**config.mk**
```make
export PLATFORM = sky130hd
export DESIGN_NAME = dest_pipeline_ctrl
export DESIGN_NICKNAME = d
export VERILOG_FILES = /design/src/rtl/dest_pipeline_ctrl.sv
export SDC_FILE = /design/constraint.sdc
export NUM_CORES = 1
export LEC_CHECK = 0
export BUFFER_PORTS_ARGS = -buffer_cell sky130_fd_sc_hd__buf_2
export CORE_MARGIN = 4
export CORE_UTILIZATION = 40
export DETAILED_ROUTE_END_ITERATION = 16
export PLACE_DENSITY = 0.73
export SLEW_MARGIN = 20
export SYNTH_ARGS = -nofsm -noshare
export SYNTH_HDL_FRONTEND = slang
export SYNTH_SLANG_ARGS = --single-unit
```
**constraint.sdc**
```tcl
create_clock -name clk_i -period 1.31 [get_ports clk_i]
set_input_delay 0.1965 -clock clk_i [delete_from_list [all_inputs] [get_ports clk_i]]
set_output_delay 0.1965 -clock clk_i [all_outputs]
set_load 0.02 [all_outputs]
```
**src/rtl/dest_pipeline_ctrl.sv**
```systemverilog
// -----------------------------------------------------------------------------
// dest_pipeline_ctrl
//
// Producer side of the operand-forwarding interface. Carries the destination
// register index, write enable and result data of each instruction through the
// EX/MEM and MEM/WB pipeline registers, so the forwarding unit can compare them
// against the operands of younger instructions. Also detects load-use hazards,
// which forwarding cannot cover, and requests a one-cycle stall plus bubble.
//
// Optional feature (compile-time macro STALL_COUNT_EN):
//   adds stall_cnt_o, a saturating 32-bit count of cycles with a load-use hazard.
//   With the macro undefined the port and the counter do not exist.
//
// Parameters:
//   DATA_W  width of ALU result, memory read data and write-back data
//   REG_AW  register-index width
//
// Ports:
//   clk_i             clock, all state updates on the rising edge
//   rst_i             synchronous active-high reset
//   flush_i           squash the instruction entering EX/MEM this cycle
//   IFID_rs1_i        rs1 of the instruction in ID
//   IFID_rs2_i        rs2 of the instruction in ID
//   IDEX_rd_i         rd of the instruction in EX
//   IDEX_RegWrite_i   EX instruction writes rd
//   IDEX_MemRead_i    EX instruction is a load
//   IDEX_MemtoReg_i   write-back selects memory data
//   ALU_result_i      EX-stage ALU output
//   MEM_rdata_i       data-memory read data, valid during the MEM stage
//   EXMEM_ALUres_o    registered ALU result (EX-hazard forward value)
//   EXMEM_rd_o        EX/MEM destination register
//   EXMEM_RegWrite_o  EX/MEM write enable
//   EXMEM_MemRead_o   EX/MEM load flag, to data memory
//   MEMWB_rd_o        MEM/WB destination register
//   MEMWB_RegWrite_o  MEM/WB write enable
//   WB_data_o         write-back data (MEM-hazard forward value)
//   Stall_o           hold IF/ID
//   PCWrite_o         PC update enable
//   NoOp_o            zero the ID/EX control fields next cycle
//   stall_cnt_o       (STALL_COUNT_EN only) saturating hazard-cycle count
// -----------------------------------------------------------------------------
module dest_pipeline_ctrl #(
  parameter int unsigned DATA_W = 32,
  parameter int unsigned REG_AW = 5
) (
  input  logic              clk_i,
  input  logic              rst_i,
  input  logic              flush_i,
  input  logic [REG_AW-1:0] IFID_rs1_i,
  input  logic [REG_AW-1:0] IFID_rs2_i,
  input  logic [REG_AW-1:0] IDEX_rd_i,
  input  logic              IDEX_RegWrite_i,
  input  logic              IDEX_MemRead_i,
  input  logic              IDEX_MemtoReg_i,
  input  logic [DATA_W-1:0] ALU_result_i,
  input  logic [DATA_W-1:0] MEM_rdata_i,
  output logic [DATA_W-1:0] EXMEM_ALUres_o,
  output logic [REG_AW-1:0] EXMEM_rd_o,
  output logic              EXMEM_RegWrite_o,
  output logic              EXMEM_MemRead_o,
  output logic [REG_AW-1:0] MEMWB_rd_o,
  output logic              MEMWB_RegWrite_o,
  output logic [DATA_W-1:0] WB_data_o,
  output logic              Stall_o,
  output logic              PCWrite_o,
`ifdef STALL_COUNT_EN
  output logic              NoOp_o,
  output logic [31:0]       stall_cnt_o
`else
  output logic              NoOp_o
`endif
);

  // ---------------------------------------------------------------------------
  // EX/MEM stage
  // ---------------------------------------------------------------------------
  logic [DATA_W-1:0] exmem_alures_q, exmem_alures_d;
  logic [REG_AW-1:0] exmem_rd_q, exmem_rd_d;
  logic              exmem_regwrite_q, exmem_regwrite_d;
  logic              exmem_memread_q, exmem_memread_d;
  logic              exmem_memtoreg_q, exmem_memtoreg_d;

  logic              idex_rd_nonzero;

  assign idex_rd_nonzero = (IDEX_rd_i != '0);

  always_comb begin
    exmem_alures_d   = ALU_result_i;
    exmem_rd_d       = IDEX_rd_i;
    exmem_memtoreg_d = IDEX_MemtoReg_i;
    // Writes to x0 are dropped here so the forwarding unit never sees them.
    exmem_regwrite_d = IDEX_RegWrite_i & idex_rd_nonzero;
    exmem_memread_d  = IDEX_MemRead_i;
    // A flushed instruction keeps its rd/data (don't-care) but loses its side effects.
    if (flush_i) begin
      exmem_regwrite_d = 1'b0;
      exmem_memread_d  = 1'b0;
    end
  end

  always_ff @(posedge clk_i) begin
    if (rst_i) begin
      exmem_alures_q   <= '0;
      exmem_rd_q       <= '0;
      exmem_regwrite_q <= 1'b0;
      exmem_memread_q  <= 1'b0;
      exmem_memtoreg_q <= 1'b0;
    end else begin
      exmem_alures_q   <= exmem_alures_d;
      exmem_rd_q       <= exmem_rd_d;
      exmem_regwrite_q <= exmem_regwrite_d;
      exmem_memread_q  <= exmem_memread_d;
      exmem_memtoreg_q <= exmem_memtoreg_d;
    end
  end

  assign EXMEM_ALUres_o   = exmem_alures_q;
  assign EXMEM_rd_o       = exmem_rd_q;
  assign EXMEM_RegWrite_o = exmem_regwrite_q;
  assign EXMEM_MemRead_o  = exmem_memread_q;

  // ---------------------------------------------------------------------------
  // MEM/WB stage
  // ---------------------------------------------------------------------------
  logic [REG_AW-1:0] memwb_rd_q;
  logic              memwb_regwrite_q;
  logic              memwb_memtoreg_q;
  logic [DATA_W-1:0] memwb_alures_q;
  logic [DATA_W-1:0] memwb_rdata_q;

  always_ff @(posedge clk_i) begin
    if (rst_i) begin
      memwb_rd_q       <= '0;
      memwb_regwrite_q <= 1'b0;
      memwb_memtoreg_q <= 1'b0;
      memwb_alures_q   <= '0;
      memwb_rdata_q    <= '0;
    end else begin
      memwb_rd_q       <= exmem_rd_q;
      memwb_regwrite_q <= exmem_regwrite_q;
      memwb_memtoreg_q <= exmem_memtoreg_q;
      memwb_alures_q   <= exmem_alures_q;
      // Memory data belongs to the instruction currently in MEM.
      memwb_rdata_q    <= MEM_rdata_i;
    end
  end

  assign MEMWB_rd_o       = memwb_rd_q;
  assign MEMWB_RegWrite_o = memwb_regwrite_q;
  assign WB_data_o        = memwb_memtoreg_q ? memwb_rdata_q : memwb_alures_q;

  // ---------------------------------------------------------------------------
  // Load-use hazard detection
  // ---------------------------------------------------------------------------
  // Purely combinational: the bubble it inserts clears IDEX_MemRead_i on the
  // next cycle, so each load-use pair costs exactly one stall cycle.
  logic haz;

  assign haz = IDEX_MemRead_i & idex_rd_nonzero &
               ((IDEX_rd_i == IFID_rs1_i) | (IDEX_rd_i == IFID_rs2_i)) & ~rst_i;

  assign Stall_o   = haz;
  assign NoOp_o    = haz;
  assign PCWrite_o = ~haz;

`ifdef STALL_COUNT_EN
  // ---------------------------------------------------------------------------
  // Saturating hazard-cycle counter
  // ---------------------------------------------------------------------------
  logic [31:0] stall_cnt_q;

  always_ff @(posedge clk_i) begin
    if (rst_i) begin
      stall_cnt_q <= '0;
    end else if (haz && (stall_cnt_q != 32'hFFFF_FFFF)) begin
      stall_cnt_q <= stall_cnt_q + 32'd1;
    end
  end

  assign stall_cnt_o = stall_cnt_q;
`endif

endmodule

```
==> impl_metrics.toml, run 1 <==
[status]
status = "finished with violations"
violations = "negative setup slack"

[finish]
final_cell_count_no_fill = 569
fin_util_pct = 57.7
drive_gt1_share_pct = 49.1
final_nets = 545
num_antenna_cells = 0
area_growth_pct = 37.7

[power]
ir_drop_v = 0.000617
p_sw_share_pct = 24.3
power_switching_uw = 1540
power.density_cell_area_nw_per_um2 = 1320
clock_power_share_pct = 31.5
internal_power_uw = 4800
seqPwrFrac_pct = 56.5
combPwrFrac_pct = 11.9
total_power_uw = 6340
leakage_uw = 0.00228

[floorplan]
die_width_um = 101
die_h_um = 101
io_pins = 165
rows = 33
core_um2 = 8340
start_util_pct = 41.9
dieArea_um2 = 10300

[place]
portBuffers = 164
post-place-ws_ns = -0.177
hpwl_um = 5430
numPlacedInstances = 553
gp_congestion = 0.791

[sta]
final.min_clock_period_ns = 1.61
rsz0062_at_grt = "true"
fin_tns_setup_ns = -9.26
drv_slew = 0
period_share_pct = 123
tightest_slew_ns = 0.532
finClkSkew_ns = 0.00746
finalSetupViolCount = 35
max_slew_margin_pct = 64.5
final_hold_viol_count = 0
max_freq_mhz = 620
fin_ws_ns = -0.303

[global_routing]
antenna_found_initial = 0
grt_pass1_vias = 2523
grt_pass1_wl_um = 11600
grtUsageTotal_pct = 14.5
grt_remaining_overflow = 0
grt_max_degree = 57

[setup_path]
path_max_fanout = 19
r2r_setup_slack_ns = 0.72
timing.rr.end = "memwb_alures_q[3]"
reg2reg_depth = 1
r2r-start = "EXMEM_ALUres_o[3]"
cp-startpoint = "memwb_memtoreg_q"
endpoint = "WB_data_o[24]"
worstSetupPathType = "flop to primary output"
critPathLaunchType = "flop"
required_ns = 1.11
arrival_ns = 1.42
end_kind = "primary output"

[yosys]
ys_top_cells_by_area = "dfxtp_1 (64%), nor2b_1 (20%), mux2_2 (9.7%)"
ys.warnings.count = 0
synth_common_cells = "dfxtp_1 (111), nor2b_1 (109), mux2_2 (30)"
synth_ff_type = "dfxtp_1"
synth-seq-cells = 111
yosysSeqAreaShare_pct = 63.6
async_flop_share_pct = 0
syn_nets = 376
synth_area_leader_cell = "dfxtp_1"
ys_types = 18
netlist.area_leader.share_pct = 63.6
yosysMostFrequentCell = "dfxtp_1"
synth-edff-count = 0
synthCells = 291
synth_area_um2 = 3490
syn_avg_cell_area_um2 = 12.0

[clock_tree]
cts-root-buf = "clkbuf_8"
h-tree-depth = 3
numCtsBuffers = 9
clock_latency_ns = 0.36
clk_pin_slew_ns = 0.09
cts_tree = "done"
clockBufferDepth = 2
cts_sinks = 111

[route]
drc = 0
wl_per_cell_um = 12.8
drt_iter0_markers = 41
vias = 2437
drt_pass1_iterations = 3
detail-route-antenna-nets = 0
avgViaCountPerCell = 4.28
drt-total-wl_um = 7300

[run]
maxCapViolCount = 0

[hold_path]
hp-class = "input port to flop"
holdPathStages = 2
==> critical path, cell delays in order, from the launching register on <==
cell and delay, ns:
dfxtp_4 0.38, buf_12 0.16, mux2_2 0.35, buf_2 0.16
==> layout make-up <==
class,count,area [um2]
fill,741,3530
sequential,111,2230
multi-input combinational,163,1250
timing repair buffer,175,1010
tap,105,131
clock buffer,9,124
clock inverter,6,68.8
==> registers in the layout (all words and copies together) (netlist names) <==
name              flops
memwb_rdata_q        32
EXMEM_MemRead_o       1
EXMEM_rd_o            5
EXMEM_ALUres_o       32
EXMEM_RegWrite_o      1
memwb_alures_q       32
exmem_memtoreg_q      1
MEMWB_RegWrite_o      1
memwb_memtoreg_q      1
MEMWB_rd_o            5
==> metal layers <==
| layer | track usage [%] | vias up | wire [um] |
|---|---|---|---|
| li1 | - | 1243 | - |
| met1 | 14.7 | 1093 | 2640 |
| met2 | 26.4 | 87 | 3900 |
| met3 | 4.55 | 14 | 593 |
| met4 | 7.36 | 0 | 174 |
| met5 | 0 | - | 0 |
==> worst min path at each step <==
stage	endpoint	startpoint	slack [ns]
2_1_floorplan	EXMEM_MemRead_o	flush_i	0.27
3_3_place_gp	EXMEM_MemRead_o	flush_i	0.37
3_5_place_dp	EXMEM_MemRead_o	flush_i	0.38
4_1_cts	EXMEM_RegWrite_o	rst_i	0.01
5_1_grt	memwb_rdata_q[27]	MEM_rdata_i[27]	0.01
6_report	EXMEM_RegWrite_o	rst_i	0.03
==> logic make-up after synthesis <==
kind of cell,synth area share [%]
multiplexers,10.3
buffers and inverters,2.04
AO/OA/AOI/OAI,0.358
XOR/XNOR,2.51
flip-flops,63.6
AND/OR/NAND/NOR,21.1
==> cell usage in the layout (no fill, tap or decap) <==
master	instances
buf_12	2
buf_2	145
buf_4	18
buf_6	9
bufinv_16	1
clkbuf_8	9
clkinv_2	1
clkinv_4	1
clkinvlp_4	1
dfxtp_1	110
dfxtp_4	1
dlygate4sd3_1	1
inv_6	2
mux2_1	1
mux2_2	26
mux2_4	5
nand2b_1	1
nand3_1	2
nor2_1	1
nor2_2	1
nor2_4	1
nor2b_1	109
nor3_2	2
nor4b_1	1
o21a_2	1
o21ai_1	1
or4_4	1
xnor2_1	5
xnor2_2	1
xor2_1	4
==> stage by stage <==
step | hold slack, ns | instance area (um2)
6_report | 0.0315 | 4810
3_3_place_gp | 0.374 | 4480
4_1_cts | 0.00988 | 4740
3_5_place_dp | 0.379 | 4480
5_1_grt | 0.0107 | 4810
2_1_floorplan | 0.269 | 3500
==> what timing repair did <==
action                     CTS  global route
setup buffers                0             0
hold buffers                 1             0
hold endpoints to repair     1             0
pin swaps                    3             3
setup endpoints to repair   35            35
gates resized for setup     19            19
==> power by group through the flow <==
| stage | sequential, uW | clock (uW) | combinational [uW] |
|---|---|---|---|
| 3_5_place_dp | 3670 | 0 | 723 |
| 5_1_grt | 3600 | 2220 | 821 |
| 4_1_cts | 3590 | 2070 | 744 |
| 6_report | 3580 | 2000 | 755 |
| 2_1_floorplan | 3740 | 0 | 326 |
| 3_3_place_gp | 3660 | 0 | 711 |
Note: power is estimated with default switching activity, not from simulation.
==> inputs of run 2 (changes only) <==
Settings changed: BUFFER_PORTS_ARGS -buffer_cell sky130_fd_sc_hd__buf_2 to default, DONT_BUFFER_PORTS from default to 1, PLACE_DENSITY 0.73 to default, RECOVER_POWER from default to 25.
==> run 2 against run 1 <==
- the run still ends with negative setup slack left
- via count fell by 7.3%
- largest cell class unchanged
- sequential power is 3% higher
- clock power grew 4%
- cell count down 13%
- die area unchanged
- clock skew rose by 0.0030 ns
- core utilization is 1.5 points higher
- first-iteration DRC count shrank 61%
- count of clock-buffer cells in the layout grew 1
- hold slack gained 0.13 ns
==> impl_metrics.toml, run 2 (synthesis results as in run 1) <==
[route]
drc = 0
avgViaCountPerCell = 4.56
vias = 2258
drt-total-wl_um = 7720
detail-route-antenna-nets = 0
drt_iter0_markers = 16
wl_per_cell_um = 15.6
drt_pass1_iterations = 4

[finish]
final_cell_count_no_fill = 495
layout_commonest_cell = "nor2b_1"
drive_gt1_share_pct = 15.9
nFillCells = 676
num_antenna_cells = 0
mostFrequentLayoutCells = "nor2b_1 (109), dfxtp_1 (107), dlygate4sd3_1 (94)"
final_nets = 470
area_growth_pct = 41.3

[global_routing]
antenna_found_initial = 0
grt_pass1_vias = 2445
grt_remaining_overflow = 0
grt_pass1_wl_um = 11800
grt_max_degree = 64
grtUsageTotal_pct = 15.1

[hold_path]
hp-class = "input port to flop"
holdPathStages = 2
worstHoldStart = "rst_i"
min_to = "EXMEM_ALUres_o[30]"

[setup_path]
crit_slowest_cell = "dfxtp_4"
critPathTopFamily = "flip-flops"
arrival_ns = 1.32
end_kind = "primary output"
critPathLaunchType = "flop"
required_ns = 1.11
r2r-start = "EXMEM_ALUres_o[19]"
cp-startpoint = "memwb_memtoreg_q"
reg2reg_depth = 2
crit_chain = "buf_12 -> mux2_4"
r2r_setup_slack_ns = 0.03
path_max_fanout = 14
slowest_delay_ns = 0.41
worstSetupPathType = "flop to primary output"
timing.rr.end = "memwb_alures_q[19]"
path_buf_inv = 1

[sta]
fin_tns_setup_ns = -6.03
max_freq_mhz = 661
finalSetupViolCount = 33
max_slew_margin_pct = 81.2
drv_slew = 0
fin_ws_ns = -0.202
whs_ns = 0.165
tightest_slew_ns = 0.281
rsz0062_at_grt = "true"
finClkSkew_ns = 0.0104
final.min_clock_period_ns = 1.51
final_hold_viol_count = 0
period_share_pct = 115

[power]
p_sw_share_pct = 24.1
ir_drop_v = 0.000696
power_switching_uw = 1530
leakage_uw = 0.00207
power.density_cell_area_nw_per_um2 = 1290
clock_power_share_pct = 32.6
combPwrFrac_pct = 9.5
internal_power_uw = 4840
seqPwrFrac_pct = 58.0

[run]
maxCapViolCount = 0

[place]
portBuffers = 0
numPlacedInstances = 383
gp_congestion = 0.664

[status]
violations = "negative setup slack"
status = "finished with violations"

[floorplan]
dieArea_um2 = 10300
core_um2 = 8340
rows = 33
die_width_um = 101
start_util_pct = 41.9
die_h_um = 101
io_pins = 165

[clock_tree]
h-tree-depth = 3
clock_latency_ns = 0.37
cts-root-buf = "clkbuf_8"
cts_sinks = 111
clk_pin_slew_ns = 0.10
cts_tree = "done"
clockBufferDepth = 2
numCtsBuffers = 9
[run 2: changes by cell type in the layout (fill, tap and decap cells not counted), sizes merged]
cell	previous run	this run
clkbuf	9	10
dlygate4sd3	1	94
buf	174	6
inv	2	4
clkinv	2	1
clkinvlp	1	0
[run 2: power by group through the flow]
stage               registers, uW  logic [uW]  clock network (uW)
finish                       3700         604                2080
global route                 3720         650                2300
CTS                          3700         601                2160
detailed placement           3770         323                   0
global placement             3770         319                   0
floorplan                    3740         326                   0
[run 2: metal layers]
metal  track usage, %  up-vias  wire [um]
li1                 -     1095          -
met4             6.65        0        188
met2             26.9       96       4070
met3             6.89       15        806
met1             15.0     1052       2660
met5                0        -          0
[run 2: final cells by class]
class / count / area (um2) / area share, %
multi-input combinational: 163 / 1340 / 27.1
clock buffer: 10 / 128 / 2.59
sequential: 111 / 2230 / 45.2
timing repair buffer: 100 / 1030 / 20.9
clock inverter: 6 / 76.3 / 1.55
tap: 105 / 131 / 2.66
[run 2: through the flow]
step | total power (uW) | worst slack (ns) | util, % | cell area [um2]
after global routing | 6670 | -0.256 | 59.2 | 4930
after global placement | 4090 | -0.0152 | 43.2 | 3600
after detailed placement | 4090 | -0.0325 | 43.2 | 3600
final | 6380 | -0.202 | 59.2 | 4930
after floorplan | 4070 | -0.0676 | - | 3500
after CTS | 6460 | -0.235 | 59.0 | 4920
[run 2: how the worst max path moves through the flow]
| stage | endpoint | slack [ns] | depth (start not counted) |
|---|---|---|---|
| 2_1_floorplan | Stall_o | -0.07 | 5 |
| 3_3_place_gp | PCWrite_o | -0.02 | 5 |
| 3_5_place_dp | PCWrite_o | -0.03 | 5 |
| 4_1_cts | WB_data_o[7] | -0.24 | 2 |
| 5_1_grt | WB_data_o[0] | -0.26 | 2 |
| 6_report | WB_data_o[0] | -0.20 | 2 |
[run 2: repair_timing]
item | 4_1_cts | 5_1_grt
pin swaps | 2 | 0
gates resized for setup | 40 | 4
setup endpoints to repair | 33 | 37
cloned | 1 | 0
endpoints found under the hold margin | 111 | 0
hold buffers | 95 | 0
setup buffers | 0 | 0
